===== config.mk =====
export PLATFORM = sky130hd
export DESIGN_NAME = logic_axi4_stream_transfer_counter_multi
export DESIGN_NICKNAME = d
export VERILOG_FILES = /design/src/rtl/logic_axi4_stream_transfer_counter_multi.sv
export SDC_FILE = /design/constraint.sdc
export NUM_CORES = 1
export LEC_CHECK = 0
export CAP_MARGIN = 0
export CORE_MARGIN = 1
export CORE_UTILIZATION = 50
export CTS_CLUSTER_DIAMETER = 60
export DETAILED_ROUTE_END_ITERATION = 8
export PLACE_DENSITY_LB_ADDON = 0.05
export SKIP_LAST_GASP = 1
export SLEW_MARGIN = 20
export SYNTH_ARGS = -nofsm -noshare
export SYNTH_HDL_FRONTEND = slang
export SYNTH_SLANG_ARGS = --single-unit

===== constraint.sdc =====
create_clock -name aclk -period 5.35 [get_ports aclk]
set_input_delay 0.535 -clock aclk [delete_from_list [all_inputs] [get_ports aclk]]
set_output_delay 0.535 -clock aclk [all_outputs]
set_load 0.05 [all_outputs]

===== src/rtl/logic_axi4_stream_transfer_counter_multi.sv =====
// rtl/logic_axi4_stream_transfer_counter_multi.sv - multi-channel AXI4-Stream beat/packet/byte counter with snapshot report stream
// Optional feature macro: LOGIC_AXI4_STREAM_TRANSFER_COUNTER_MULTI_SATURATE_EN (defined: saturating counters, undefined: wrapping counters)
module logic_axi4_stream_transfer_counter_multi #(
    parameter int CHANNELS      = 4,
    parameter int MODE          = 0,
    parameter int TDATA_BYTES   = 4,
    parameter int COUNTER_WIDTH = 32,
    parameter int REPORT_PERIOD = 0,
    localparam int CH_W         = (CHANNELS > 1) ? $clog2(CHANNELS) : 1
) (
    input  logic                        aclk,
    input  logic                        areset,
    input  logic                        snapshot,
    input  logic [CHANNELS-1:0]         monitor_tvalid,
    input  logic [CHANNELS-1:0]         monitor_tready,
    input  logic [CHANNELS-1:0]         monitor_tlast,
    input  logic [CHANNELS*TDATA_BYTES-1:0] monitor_tkeep,
    output logic                        tx_tvalid,
    input  logic                        tx_tready,
    output logic                        tx_tlast,
    output logic [TDATA_BYTES*8-1:0]    tx_tdata,
    output logic [CH_W-1:0]             tx_tid,
    output logic                        tx_tuser
);

    localparam int TDATA_W = TDATA_BYTES * 8;
    localparam int INC_W   = $clog2(TDATA_BYTES + 1);
    localparam int SUM_W   = ((COUNTER_WIDTH > INC_W) ? COUNTER_WIDTH : INC_W) + 1;
    localparam logic [SUM_W-1:0] CNT_MAX = SUM_W'({COUNTER_WIDTH{1'b1}});

    typedef enum logic {
        S_IDLE = 1'b0,
        S_SEND = 1'b1
    } state_t;

    state_t                     r_state;
    state_t                     w_state_next;
    logic [COUNTER_WIDTH-1:0]   r_count  [CHANNELS];
    logic [COUNTER_WIDTH-1:0]   r_shadow [CHANNELS];
    logic [INC_W-1:0]           w_inc    [CHANNELS];
    logic [CH_W-1:0]            r_idx;
    logic [CH_W-1:0]            w_idx_inc;
    logic                       r_overrun;
    logic                       r_tx_tvalid;
    logic                       r_tx_tlast;
    logic [TDATA_W-1:0]         r_tx_tdata;
    logic [CH_W-1:0]            r_tx_tid;
    logic                       r_tx_tuser;
    logic                       w_timer_fire;
    logic                       w_trigger;
    logic                       w_accept;
    logic                       w_hs;
    logic                       w_last_beat;

    // Counter add with either saturation or modulo wrap; the sum is one bit wider so a crossing is visible
    function automatic logic [COUNTER_WIDTH-1:0] f_add(input logic [COUNTER_WIDTH-1:0] base,
                                                       input logic [INC_W-1:0] inc);
        logic [SUM_W-1:0] sum;
        sum = SUM_W'(base) + SUM_W'(inc);
`ifdef LOGIC_AXI4_STREAM_TRANSFER_COUNTER_MULTI_SATURATE_EN
        if (sum > CNT_MAX) begin
            f_add = {COUNTER_WIDTH{1'b1}};
        end else begin
            f_add = sum[COUNTER_WIDTH-1:0];
        end
`else
        f_add = sum[COUNTER_WIDTH-1:0];
`endif
        return f_add;
    endfunction

    // Per-channel increment for this cycle, selected by the counting mode
    always_comb begin
        for (int i = 0; i < CHANNELS; i++) begin
            logic [INC_W-1:0] pop;
            logic             hs;
            pop = '0;
            for (int b = 0; b < TDATA_BYTES; b++) begin
                pop = pop + INC_W'(monitor_tkeep[i*TDATA_BYTES + b]);
            end
            hs = monitor_tvalid[i] & monitor_tready[i];
            w_inc[i] = '0;
            if (hs) begin
                if (MODE == 1) begin
                    w_inc[i] = INC_W'(monitor_tlast[i]);
                end else if (MODE == 2) begin
                    w_inc[i] = pop;
                end else begin
                    w_inc[i] = INC_W'(1);
                end
            end
        end
    end

    generate
        if (REPORT_PERIOD > 0) begin : g_timer
            localparam int TW = (REPORT_PERIOD > 1) ? $clog2(REPORT_PERIOD) : 1;
            logic [TW-1:0] r_timer;

            // Free-running period timer, independent of report activity
            always_ff @(posedge aclk) begin
                if (areset) begin
                    r_timer <= '0;
                end else if (r_timer == TW'(REPORT_PERIOD - 1)) begin
                    r_timer <= '0;
                end else begin
                    r_timer <= r_timer + 1'b1;
                end
            end

            assign w_timer_fire = (r_timer == TW'(REPORT_PERIOD - 1));
        end else begin : g_no_timer
            assign w_timer_fire = 1'b0;
        end
    endgenerate

    assign w_trigger   = snapshot | w_timer_fire;
    assign w_accept    = (r_state == S_IDLE) & w_trigger;
    assign w_hs        = r_tx_tvalid & tx_tready;
    assign w_last_beat = (r_idx == CH_W'(CHANNELS - 1));
    assign w_idx_inc   = r_idx + 1'b1;

    // FSM state register
    always_ff @(posedge aclk) begin
        if (areset) begin
            r_state <= S_IDLE;
        end else begin
            r_state <= w_state_next;
        end
    end

    // FSM next state: one report per accepted trigger, ending on the last-beat handshake
    always_comb begin
        w_state_next = r_state;
        case (r_state)
            S_IDLE: begin
                if (w_trigger) begin
                    w_state_next = S_SEND;
                end
            end
            S_SEND: begin
                if (w_hs && w_last_beat) begin
                    w_state_next = S_IDLE;
                end
            end
            default: w_state_next = S_IDLE;
        endcase
    end

    // Live counters; on an accepted trigger they restart from this cycle's increment so no beat is lost
    always_ff @(posedge aclk) begin
        for (int i = 0; i < CHANNELS; i++) begin
            if (areset) begin
                r_count[i] <= '0;
            end else if (w_accept) begin
                r_count[i] <= f_add('0, w_inc[i]);
            end else begin
                r_count[i] <= f_add(r_count[i], w_inc[i]);
            end
        end
    end

    // Shadow copy of the counters, frozen for the whole report
    always_ff @(posedge aclk) begin
        for (int i = 0; i < CHANNELS; i++) begin
            if (areset) begin
                r_shadow[i] <= '0;
            end else if (w_accept) begin
                r_shadow[i] <= r_count[i];
            end
        end
    end

    // Sticky overrun: a trigger arriving while a report is still being sent is dropped and remembered
    always_ff @(posedge aclk) begin
        if (areset) begin
            r_overrun <= 1'b0;
        end else if (w_accept) begin
            r_overrun <= 1'b0;
        end else if (w_trigger) begin
            r_overrun <= 1'b1;
        end
    end

    // Beat index and registered report outputs; the next beat is loaded only on a handshake
    always_ff @(posedge aclk) begin
        if (areset) begin
            r_idx       <= '0;
            r_tx_tvalid <= 1'b0;
            r_tx_tlast  <= 1'b0;
            r_tx_tdata  <= '0;
            r_tx_tid    <= '0;
            r_tx_tuser  <= 1'b0;
        end else if (w_accept) begin
            r_idx       <= '0;
            r_tx_tvalid <= 1'b1;
            r_tx_tlast  <= (CHANNELS == 1);
            r_tx_tdata  <= TDATA_W'(r_count[0]);
            r_tx_tid    <= '0;
            r_tx_tuser  <= r_overrun;
        end else if (w_hs) begin
            if (w_last_beat) begin
                r_tx_tvalid <= 1'b0;
                r_tx_tlast  <= 1'b0;
            end else begin
                r_idx       <= w_idx_inc;
                r_tx_tdata  <= TDATA_W'(r_shadow[w_idx_inc]);
                r_tx_tid    <= w_idx_inc;
                r_tx_tlast  <= (w_idx_inc == CH_W'(CHANNELS - 1));
            end
        end
    end

    assign tx_tvalid = r_tx_tvalid;
    assign tx_tlast  = r_tx_tlast;
    assign tx_tdata  = r_tx_tdata;
    assign tx_tid    = r_tx_tid;
    assign tx_tuser  = r_tx_tuser;

endmodule


* Yosys cells after proc, flatten, opt, wreduce, memory -nomap -nowiden *
Memory sizes are Yosys's and may differ from the RTL's.
Index checks and enable logic that the tools add are counted.

storage, ports and cells
  memories kept = 2
  memory bits (writable) = 256
  bits in latches = 0
  input port bits = 32
  flip-flop bits (word level) = 39
  bits in read-only memories = 0
  word-level logic and storage cells = 78
  output and inout port bits = 37

memory list
  name      words  width  rd ports  clocked after Yosys merged registers in  write ports  line  source
  r_count   4      32     4         0                                        4            38    logic [COUNTER_WIDTH-1:0] r_count [CHANNELS];
  r_shadow  4      32     1         0                                        4            39    logic [COUNTER_WIDTH-1:0] r_shadow [CHANNELS];

cells by class
  div/mod/pow operators = 0
  multiplexer cells = 34
  add/sub/neg operators = 5
  reductions and logical operators = 7
  magnitude comparators = 0
  shift-type cells = 0
  bitwise operators = 20
  equal/unequal tests = 3
  multipliers = 0

operators by type and width
  cell                                                           count
  32-bit two-way mux                                             15
  32-bit by 3-bit adder with 32-bit output                       3
  32-bit by 1-bit adder with 32-bit output                       1
  1-bit two-way mux                                              18
  1-bit bitwise OR                                               12
  1-bit bitwise AND                                              6
  2-bit AND reduction                                            3
  2-bit == test, second input constant                           2
  2-bit nonzero test                                             2
  2-bit by 1-bit adder with 2-bit output, second input constant  1
  2-bit != test, second input constant                           1
  1-bit NOT                                                      2
  1-bit case mux with 2 select lines                             1
  2-bit OR reduction                                             1
  1-bit logical AND                                              1

* Logic depth before layout (Yosys ltp) *
  word-level depth = 7
  mapped depth = 9
  gate-level depth less buffers = 7

* Worst setup path after synthesis *
OpenSTA, ideal clock, no wires.

  kind = input to register
  from = input snapshot
  to = memory r_shadow[0][0] (enable)
  required time = 4808 ps
  buffers on the path = 1
  data arrival time = 4564 ps
  library setup time = 542 ps
  setup slack = 244 ps
  cell stages on the path = 4
  cells stage by stage = nor2b_1 > nor2_1 > inv_2 > clkbuf_1

RTL lines
  item         line  source
  from (decl)  13    input logic snapshot,
  to (decl)    39

==> flow_summary.toml <==
[die]
num_io_pins = 69
rows = 61
fp.dieH_um = 172
die_width_um = 172
fp.dieArea_sq_mm = 0.0296
start_util_pct = 51.5
core-area_sq_mm = 0.0281

[grt]
grt_usage_pct = 24.2
antenna_found_initial = 1
grt_pass1_vias = 9476
grt_pass1_wl_um = 54000
overflow = 0
grt_max_degree = 124

[routing]
wl_per_cell_um = 19.3
drt_iter0_markers = 962
drc = 0
wl_um = 34700
viasPerCell = 5.75
drtAntennaViolNets = 0
vias = 10300
dr.pass1.iters = 5

[setup_path]
cp_cell_sequence = "buf_4 > clkdlybuf4s50_1"
cpPeakStageDelay_ns = 0.94
r2r_cells = 6
end_kind = "primary output"
rrSetupSlack_ns = 2.85
cp_slowest_cell = "clkdlybuf4s50_1"
worst_setup_path_start_kind = "flip-flop"
crit_type = "reg -> out"
path_max_fanout = 35
cp.required_ns = 4.82
cp.arrival_ns = 2.33

[clocking]
cts_sinks = 295
cts_max_level = 2
clockBufferDepth = 3
cts_setup_buffers = 0
cts_tree = "yes"
cts.clk_slew.worst_paths_ns = 0.06
ctsResizeCount = 0
holdBufCountCts = 0
cts_made_buffers = 35
cts_root_buf = "clkbuf_16"
clk-insertion-delay-late_ns = 0.51

[layout]
fin_util_pct = 59.7
drive_gt1_share_pct = 7.34
final_cell_mix = "256 x edfxtp_1, 130 x nand2_1, 128 x and2_1, 128 x conb_1, 78 x nor2_1"
antenna_cells = 0
nets = 1436
syn2layout_area_growth_pct = 16.0
layout_commonest_cell = "edfxtp_1"

[synth]
synth_cells = 1245
synth_ff_type = "edfxtp_1"
yosysWarnings = 0
synth-seq-cells = 295
synth_area_per_cell_sq_um = 11.6
seq_area_frac_synth_pct = 58.5
synth_cell_type_count = 44
ys_async_sr_fraction_pct = 0
synth_edf_count = 256
syn-cell-area_sq_mm = 0.0145

[timing]
finalSetupViolCount = 0
fmax_mhz = 349
fin_ws_ns = 2.48
period_minus_slack_ns = 2.87
max_slew_margin_pct = 34.2
finalHoldViolations = 0
skew_ns = 0.0240
setup_tns_ns = 0
finalCritPeriodShare_pct = 53.6
drv_slew = 0
worst_pin_slew_ns = 0.987
rsz0062_at_grt = "no"
whs_ns = 0.300

[placement]
place_ws_ns = 2.09
portBuffers = 48
dpl.hpwl_um = 22800
place_congestion = 0.841

[job]
maxCapViolations = 0

[worst_hold_path]
hold_class = "in -> reg"
whs_path_depth = 2

[power_and_ir_drop]
power_w = 0.00552
power_leakage_nw = 5.79
ir_drop_mv = 0.296
power.density_mw_per_mm2 = 329

[status]
status = "finished clean"
-- flip-flops by register name, summed over array words and instances (netlist names) --
signal,cells
tx_tdata,32
tx_tlast,1
r_idx,2
r_shadow,128
tx_tuser,1
r_overrun,1
r_count,128
tx_tvalid,1
r_state,1
-- synthesized netlist by cell type, types with 2 or more instances --
cell type	n	area, sq um
edfxtp_1	256	7690
nand2_1	130	488
and2_1	128	801
nor2_1	81	304
a21oi_1	69	345
clkbuf_1	60	225
nand3_1	47	235
or4_1	43	323
dfxtp_1	39	781
or3_1	39	244
o31ai_1	36	270
nand4_1	34	213
a311oi_1	32	280
mux4_2	32	721
nor3_1	31	155
o21ai_0	25	125
xnor2_1	23	201
xor2_1	20	175
and4_1	18	158
inv_1	16	60.1
ha_1	12	150
and3_1	10	62.6
mux2i_1	10	100
nor4_1	9	56.3
buf_1	7	26.3
buf_2	7	35.0
o21a_1	4	30.0
or3_2	4	30.0
o311ai_0	3	26.3
o41ai_1	3	26.3
nand2b_1	2	12.5
nor2b_1	2	12.5
or2_2	2	12.5
-- stage by stage --
| step | instances | cell area [sq um] |
|---|---|---|
| 2_1_floorplan | 1372 | 14900 |
| 3_3_place_gp | 1733 | 15700 |
| 3_5_place_dp | 1733 | 15700 |
| 4_1_cts | 1794 | 16800 |
| 5_1_grt | 1794 | 16800 |
| 6_report | 1794 | 16800 |
-- worst max-delay path: cells and delay by family (launching register included) --
family / cells / cell delay (ns)
flip-flops: 1 / 0.32
buffers and inverters: 2 / 1.49
-- cells by family after synthesis --
| group | count (synthesis) | share of synthesized area (%) |
|---|---|---|
| compound gates | 175 | 7.77 |
| buf+inv | 93 | 2.59 |
| mux | 42 | 5.67 |
| simple gates | 584 | 21.8 |
| xor+xnor | 43 | 2.60 |
| other cells | 1 | 0.0259 |
| fa+ha+maj | 12 | 1.04 |
| flops | 295 | 58.5 |
-- final timing paths --
check	start	endpoint
setup / recovery	r_idx[0]	tx_tid[0]
hold / removal	areset	tx_tdata[9]
setup reg to reg	r_count[0][0]	r_count[0][28]
hold reg to reg	tx_tuser	tx_tuser
-- per-layer routing --
layer,vias up,GRT usage (%),part of all wire (%)
li1,4886,-,-
met1,4993,36.8,47
met2,377,35.6,43
met3,65,3.14,6.7
met4,0,7.81,2.8
met5,-,0,0
-- final cells by class --
type,instances,area (sq um)
clock buffers,49,928
clock inverters,12,114
fillers,2415,11300
inverters,17,71.3
multi-input cells,984,6130
flip-flops and latches,295,8470
well taps,378,473
repair buffers,59,596
-- power by group --
part	total [W]	internal (W)	switching (W)
Clock	0.00221	0.00131	0.000902
Combinational	0.000495	0.000178	0.000317
Sequential	0.00281	0.00268	0.000134
Total	0.00552	0.00416	0.00135
Power figures use the tool's default switching activity.
